## config.mk

```make
export PLATFORM = sky130hd
export DESIGN_NAME = fifo_sync
export DESIGN_NICKNAME = d
export VERILOG_FILES = /design/src/rtl/fifo_sync_pkg.sv /design/src/rtl/fifo_sync_ram.sv /design/src/rtl/fifo_sync.sv
export SDC_FILE = /design/constraint.sdc
export NUM_CORES = 2
export LEC_CHECK = 0
export CORE_ASPECT_RATIO = 1.1
export CORE_MARGIN = 4
export CORE_UTILIZATION = 50
export CTS_CLUSTER_DIAMETER = 80
export DETAILED_ROUTE_END_ITERATION = 6
export PLACE_DENSITY = 0.7
export SKIP_LAST_GASP = 1
export SYNTH_ARGS = -nofsm -noshare
export SYNTH_HDL_FRONTEND = slang
export SYNTH_SLANG_ARGS = --single-unit
```

## constraint.sdc

```tcl
create_clock -name clk -period 3.3 [get_ports clk]
set_input_delay 0.33 -clock clk [delete_from_list [all_inputs] [get_ports clk]]
set_output_delay 0.33 -clock clk [all_outputs]
set_load 0.005 [all_outputs]
```

## src/rtl/fifo_sync_pkg.sv

```systemverilog
// fifo_sync_pkg: shared widths, legacy BRAM FIFO mode encodings and clog2 helper
package fifo_sync_pkg;
  localparam int DEF_DATA_WIDTH = 8;
  localparam int DEF_ADDR_WIDTH = 9;
  typedef enum logic [1:0] {
    MODE_256X16 = 2'd0,
    MODE_512X8 = 2'd1,
    MODE_1024X4 = 2'd2,
    MODE_2048X2 = 2'd3
  } fifo_mode_e;
  function automatic int clog2(input int v);
    int r;
    r = 0;
    while ((1 << r) < v) r++;
    return r;
  endfunction
endpackage

```

## src/rtl/fifo_sync_ram.sv

```systemverilog
// fifo_sync_ram: simple dual-port RAM with registered read, inferred onto SB_RAM40_4K tiles
module fifo_sync_ram import fifo_sync_pkg::*; #(
  parameter int DATA_WIDTH = DEF_DATA_WIDTH,
  parameter int ADDR_WIDTH = DEF_ADDR_WIDTH
) (
  input  logic                  clk,
  input  logic                  rst,
  input  logic                  we,
  input  logic [ADDR_WIDTH-1:0] waddr,
  input  logic [DATA_WIDTH-1:0] d,
  input  logic                  re,
  input  logic [ADDR_WIDTH-1:0] raddr,
  output logic [DATA_WIDTH-1:0] q
);
  logic [DATA_WIDTH-1:0] mem [1 << ADDR_WIDTH];
  always_ff @(posedge clk)
    if (we) mem[waddr] <= d;
  always_ff @(posedge clk)
    if (rst) q <= '0;
    else if (re) q <= mem[raddr];
endmodule

```

## src/rtl/fifo_sync.sv

```systemverilog
// fifo_sync: single-clock BRAM FIFO with level, almost and sticky error flags; FIFO_SYNC_FWFT_EN selects first-word-fall-through
module fifo_sync import fifo_sync_pkg::*; #(
  parameter int DATA_WIDTH = DEF_DATA_WIDTH,
  parameter int ADDR_WIDTH = DEF_ADDR_WIDTH,
  parameter int AF_THRESH = (1 << ADDR_WIDTH) - 4,
  parameter int AE_THRESH = 4
) (
  input  logic                  clk,
  input  logic                  rst,
  input  logic                  we,
  input  logic [DATA_WIDTH-1:0] d,
  input  logic                  re,
  output logic [DATA_WIDTH-1:0] q,
  output logic                  q_valid,
  output logic                  empty,
  output logic                  full,
  output logic                  almost_empty,
  output logic                  almost_full,
  output logic [ADDR_WIDTH:0]   level,
  output logic                  overflow,
  output logic                  underflow
);
  localparam int LW = ADDR_WIDTH + 1;
  localparam int DEPTH = 1 << ADDR_WIDTH;
  logic [ADDR_WIDTH-1:0] waddr, raddr;
  logic [LW-1:0] level_n;
  logic [DATA_WIDTH-1:0] rdata;
  logic we_ok, re_ok, rd;
  assign we_ok = we & ~full;
  assign level_n = level + LW'(we_ok) - LW'(re_ok);
  fifo_sync_ram #(.DATA_WIDTH(DATA_WIDTH), .ADDR_WIDTH(ADDR_WIDTH)) u_ram (
    .clk(clk), .rst(rst), .we(we_ok), .waddr(waddr), .d(d),
    .re(rd), .raddr(raddr), .q(rdata)
  );
`ifdef FIFO_SYNC_FWFT_EN
  // RAM read register (stage 1) feeds the output register q (stage 2); level counts both
  logic v1, load;
  logic [LW-1:0] mem_cnt;
  assign re_ok = re & q_valid;
  assign empty = ~q_valid;
  assign mem_cnt = level - LW'(v1) - LW'(q_valid);
  assign load = v1 & (~q_valid | re_ok);
  assign rd = (mem_cnt != '0) & (~v1 | load);
  always_ff @(posedge clk)
    if (rst) begin
      v1 <= 1'b0;
      q_valid <= 1'b0;
      q <= '0;
    end else begin
      v1 <= rd | (v1 & ~load);
      if (load) begin
        q <= rdata;
        q_valid <= 1'b1;
      end else if (re_ok) q_valid <= 1'b0;
    end
`else
  assign re_ok = re & ~empty;
  assign rd = re_ok;
  assign q = rdata;
  always_ff @(posedge clk)
    if (rst) begin
      q_valid <= 1'b0;
      empty <= 1'b1;
    end else begin
      q_valid <= re_ok;
      empty <= level_n == '0;
    end
`endif
  always_ff @(posedge clk)
    if (rst) begin
      waddr <= '0;
      raddr <= '0;
      level <= '0;
      full <= 1'b0;
      almost_empty <= 1'b1;
      almost_full <= 1'b0;
      overflow <= 1'b0;
      underflow <= 1'b0;
    end else begin
      waddr <= waddr + ADDR_WIDTH'(we_ok);
      raddr <= raddr + ADDR_WIDTH'(rd);
      level <= level_n;
      full <= level_n == LW'(DEPTH);
      almost_empty <= level_n <= LW'(AE_THRESH);
      almost_full <= level_n >= LW'(AF_THRESH);
      overflow <= overflow | (we & full);
      underflow <= underflow | (re & empty);
    end
endmodule

```

==> metrics.log <==
[metrics] count of flip-flops with a built-in enable after synthesis: 4,096
[metrics] Finished Layout Cells: 13.5k
[metrics] count of final max-slew check failures: 0
[metrics] min Tclk post-route: 3.48 ns
[metrics] routed len/inst: 33.4 µm
[metrics] worst slew margin relative to its limit: 0.272
[metrics] Setup crit start kind: flip-flop
[metrics] endpoint class of the critical path: flip-flop
[metrics] I/O Buffers: 36
[metrics] clock sink total: 4,139
[metrics] first-pass GRT wire length: 640,000 µm
[metrics] setup tns final: -0.792 ns
[metrics] final hold slack: 0.0369 ns
[metrics] setup slack at placement: -0.456 ns
[metrics] maximum number of pins on one net before global-route repair: 133
[metrics] remaining antenna violation count: 0
[metrics] upper clock frequency limit: 287 MHz
[metrics] wire length reported by the detailed router: 452,000 µm
[metrics] Pwr Density: 579 nW/µm²
[metrics] DIE WIDTH: 550 µm
[metrics] post-synthesis instance total: 7,715
[metrics] per-cell via count in the routed design: 6.40
[metrics] classification of the worst-slack hold path: input pin to flip-flop
[metrics] Seq/Total Area, Yosys: 0.766
[metrics] total chip power: 110 mW
[metrics] post-synthesis cell area: 162,000 µm²
[metrics] drt pass-1 iters: 7
[metrics] VDD IR max: 0.552 mV
[metrics] Most used DFF post-synth: sky130_fd_sc_hd__edfxtp_1
[metrics] DRC viols: 2
[metrics] Setup WS post-layout: -0.183 ns
[metrics] actual transition at the worst max-transition pin: 1.08 ns
[metrics] via count of the first global-routing pass: 86.8k
[metrics] fraction of synthesized cell area taken by the top area cell type: 0.760
[metrics] RSZ-0062 raised after global routing: true
[metrics] library cell with the largest summed area after synthesis: sky130_fd_sc_hd__edfxtp_1
[metrics] final core utilization: 0.590
[metrics] synthesized net count: 7,740
[metrics] biggest area contributors in the synthesized netlist: sky130_fd_sc_hd__edfxtp_1 76%, sky130_fd_sc_hd__mux4_2 13%, sky130_fd_sc_hd__mux2i_1 2.7%, sky130_fd_sc_hd__nor2_1 1.4%, sky130_fd_sc_hd__o221ai_1 0.87%
[metrics] io pins: 37
[metrics] violated checks: design-rule violations, negative setup slack
[metrics] GRT Util Overall: 0.268
[metrics] synthesized area per cell: 21.0 µm²
[metrics] fin nets: 8,935
[metrics] number of placed cells counting well taps: 12.7k
[metrics] Synth Warn #: 0
[metrics] P_leak: 60.1 nW
[metrics] distinct cell type count of the synthesized netlist: 81
[metrics] overflow left after global routing: 0
[metrics] post-layout instance area: 190,000 µm²
[metrics] number of H-tree levels: 5
[metrics] critical path peak fanout: 12
[metrics] Data required, critical path: 4.16 ns
[metrics] register bit total from synthesis: 4,139
[metrics] post-synthesis async set-or-reset flop share: 0
[metrics] 1st-iter DRT viols: 13.2k
[metrics] initial antenna violation count: 24
[metrics] result of the run: complete, but fails checks
[metrics] CTS tree: yes
[metrics] half-perimeter wire length after detailed placement: 288,000 µm
[metrics] maxcap violations: 0
[metrics] die span in y: 605 µm
[metrics] arrival time of data at the critical path endpoint: 4.34 ns
[metrics] floorplan die area: 333,000 µm²
[metrics] clock insertion delay at the later pin of the skew report: 0.99 ns
[metrics] period utilisation layout: 1.06
[metrics] most common cell in the netlist: sky130_fd_sc_hd__edfxtp_1
[metrics] Critical Setup Path Class: flip-flop to flip-flop
[metrics] area of the core: 321,000 µm²
[metrics] layout cells sized above 1: 0.306
[metrics] layout overhead on the synthesized area: 17.2%
[metrics] cell at the root of the clock tree: sky130_fd_sc_hd__clkbuf_16
[metrics] Max Buffers Root-to-Sink: 4
[metrics] total setup violations reported at the end of the flow: 8
[metrics] number of buffers added by the clock tree synthesis step: 398
[metrics] cell types with the highest counts after synthesis: 4,096 x sky130_fd_sc_hd__edfxtp_1, 917 x sky130_fd_sc_hd__mux4_2, 616 x sky130_fd_sc_hd__nor2_1
[metrics] Final Wtd Congestion: 0.912
[metrics] number of hold violations in the final report: 0
[metrics] clock slew at the register clock pins of the worst setup and hold paths: 0.07 ns
[metrics] clock skew after layout: 0.0827 ns
[metrics] effective utilization at floorplan: 0.503
[metrics] placement row count: 218
[metrics] dpl cell area: 175,000 µm²
[metrics] total via count after detailed routing: 86.6k
-- placed cells by master, fill, tap and decap left out, types with 11 or more instances in the layout --
cell	n
sky130_fd_sc_hd__diode_2	11
sky130_fd_sc_hd__and3_1	11
sky130_fd_sc_hd__nand4_1	19
sky130_fd_sc_hd__nand2_4	17
sky130_fd_sc_hd__and2_1	28
sky130_fd_sc_hd__mux4_2	917
sky130_fd_sc_hd__mux2_2	14
sky130_fd_sc_hd__edfxtp_1	4096
sky130_fd_sc_hd__o221ai_1	157
sky130_fd_sc_hd__buf_16	17
sky130_fd_sc_hd__bufinv_16	37
sky130_fd_sc_hd__clkinv_2	65
sky130_fd_sc_hd__a21oi_1	128
sky130_fd_sc_hd__nor3_1	32
sky130_fd_sc_hd__clkdlybuf4s50_1	28
sky130_fd_sc_hd__ha_1	12
sky130_fd_sc_hd__clkinv_1	93
sky130_fd_sc_hd__a22oi_1	39
sky130_fd_sc_hd__xnor2_1	15
sky130_fd_sc_hd__clkbuf_16	410
sky130_fd_sc_hd__a21o_1	14
sky130_fd_sc_hd__clkinvlp_4	12
sky130_fd_sc_hd__nand3_1	18
sky130_fd_sc_hd__nor2_1	607
sky130_fd_sc_hd__dfxtp_1	36
sky130_fd_sc_hd__mux2i_1	432
sky130_fd_sc_hd__o21ai_1	11
sky130_fd_sc_hd__o21ai_0	42
sky130_fd_sc_hd__inv_1	16
sky130_fd_sc_hd__buf_12	146
sky130_fd_sc_hd__o22ai_1	110
sky130_fd_sc_hd__nand2_1	175
sky130_fd_sc_hd__a31oi_1	23
sky130_fd_sc_hd__nor2b_1	14
sky130_fd_sc_hd__buf_4	1050
sky130_fd_sc_hd__clkbuf_1	90
sky130_fd_sc_hd__a32oi_1	12
-- worst max-delay path, stage by stage (launching register included) --
cell                      delay, ns
sky130_fd_sc_hd__dfxtp_4       0.36
sky130_fd_sc_hd__buf_12        0.14
sky130_fd_sc_hd__buf_12        0.12
sky130_fd_sc_hd__buf_16        0.17
sky130_fd_sc_hd__buf_16        0.18
sky130_fd_sc_hd__mux4_2        0.57
sky130_fd_sc_hd__mux4_2        0.65
sky130_fd_sc_hd__nand3_1       0.19
sky130_fd_sc_hd__o31ai_1       0.20
sky130_fd_sc_hd__nor4_1        0.45
sky130_fd_sc_hd__a32o_1        0.26
sky130_fd_sc_hd__a41oi_2       0.04
-- sequential cells by signal, summed over array words and instances, names as in the netlist --
name          flops
u_ram.mem      4096
empty             1
q_valid           1
underflow         1
almost_full       1
u_ram.q           8
almost_empty      1
raddr             9
waddr             9
overflow          1
level            10
full              1
-- worst paths after layout --
path	startpoint	end	slack, ns	cells past startpoint
worst max-delay path	raddr[0]	u_ram.q[3]	-0.18	11
worst min-delay path	re	underflow	0.04	3
worst min register to register	overflow	overflow	0.50	2
worst max register to register	raddr[0]	u_ram.q[3]	-0.18	11
-- routing by layer --
layer,GRT usage,up-vias,wire length [µm]
met4,0.127,24,26200
met3,0.0629,1107,50500
li1,-,34613,-
met1,0.351,45087,158000
met5,0,-,161
met2,0.428,5792,217000
-- report_power, final --
group / leakage [nW] / total, mW / switching [mW] / internal (mW)
clock: 6.20 / 44.9 / 19.6 / 25.4
sequential: 37.2 / 57.9 / 0.0782 / 57.8
combinational: 16.7 / 6.91 / 3.79 / 3.12
-- cells by family (layout without fill, tap and decap cells) --
kind of cell,after synthesis,in the layout,share of synthesized area
other cells,0,11,0
flops,4139,4139,0.766
buf+inv,506,2031,0.0200
xor+xnor,24,24,0.00130
simple gates,985,985,0.0254
fa+ha+maj,13,13,0.00105
compound gates,675,675,0.0298
mux,1373,1373,0.157
-- cell type report --
class | instances | area (µm²)
fill | 22527 | 132000
sequential | 4139 | 124000
multi-input combinational | 3070 | 35200
timing repair buffer | 1281 | 12200
clock buffer | 492 | 10400
tap | 4290 | 5370
clock inverter | 238 | 2380
inverter | 20 | 87.6
antenna | 11 | 27.5
-- repair_timing --
item                                    CTS  global route
pin swaps                                 1             8
hold buffers                              9             0
gates resized for setup                  41            58
endpoints found under the setup margin    8            11
hold endpoints to repair                300             0
gates cloned                              5             9
buffers inserted                          7            41
Note: power is estimated with default switching activity, not from simulation.
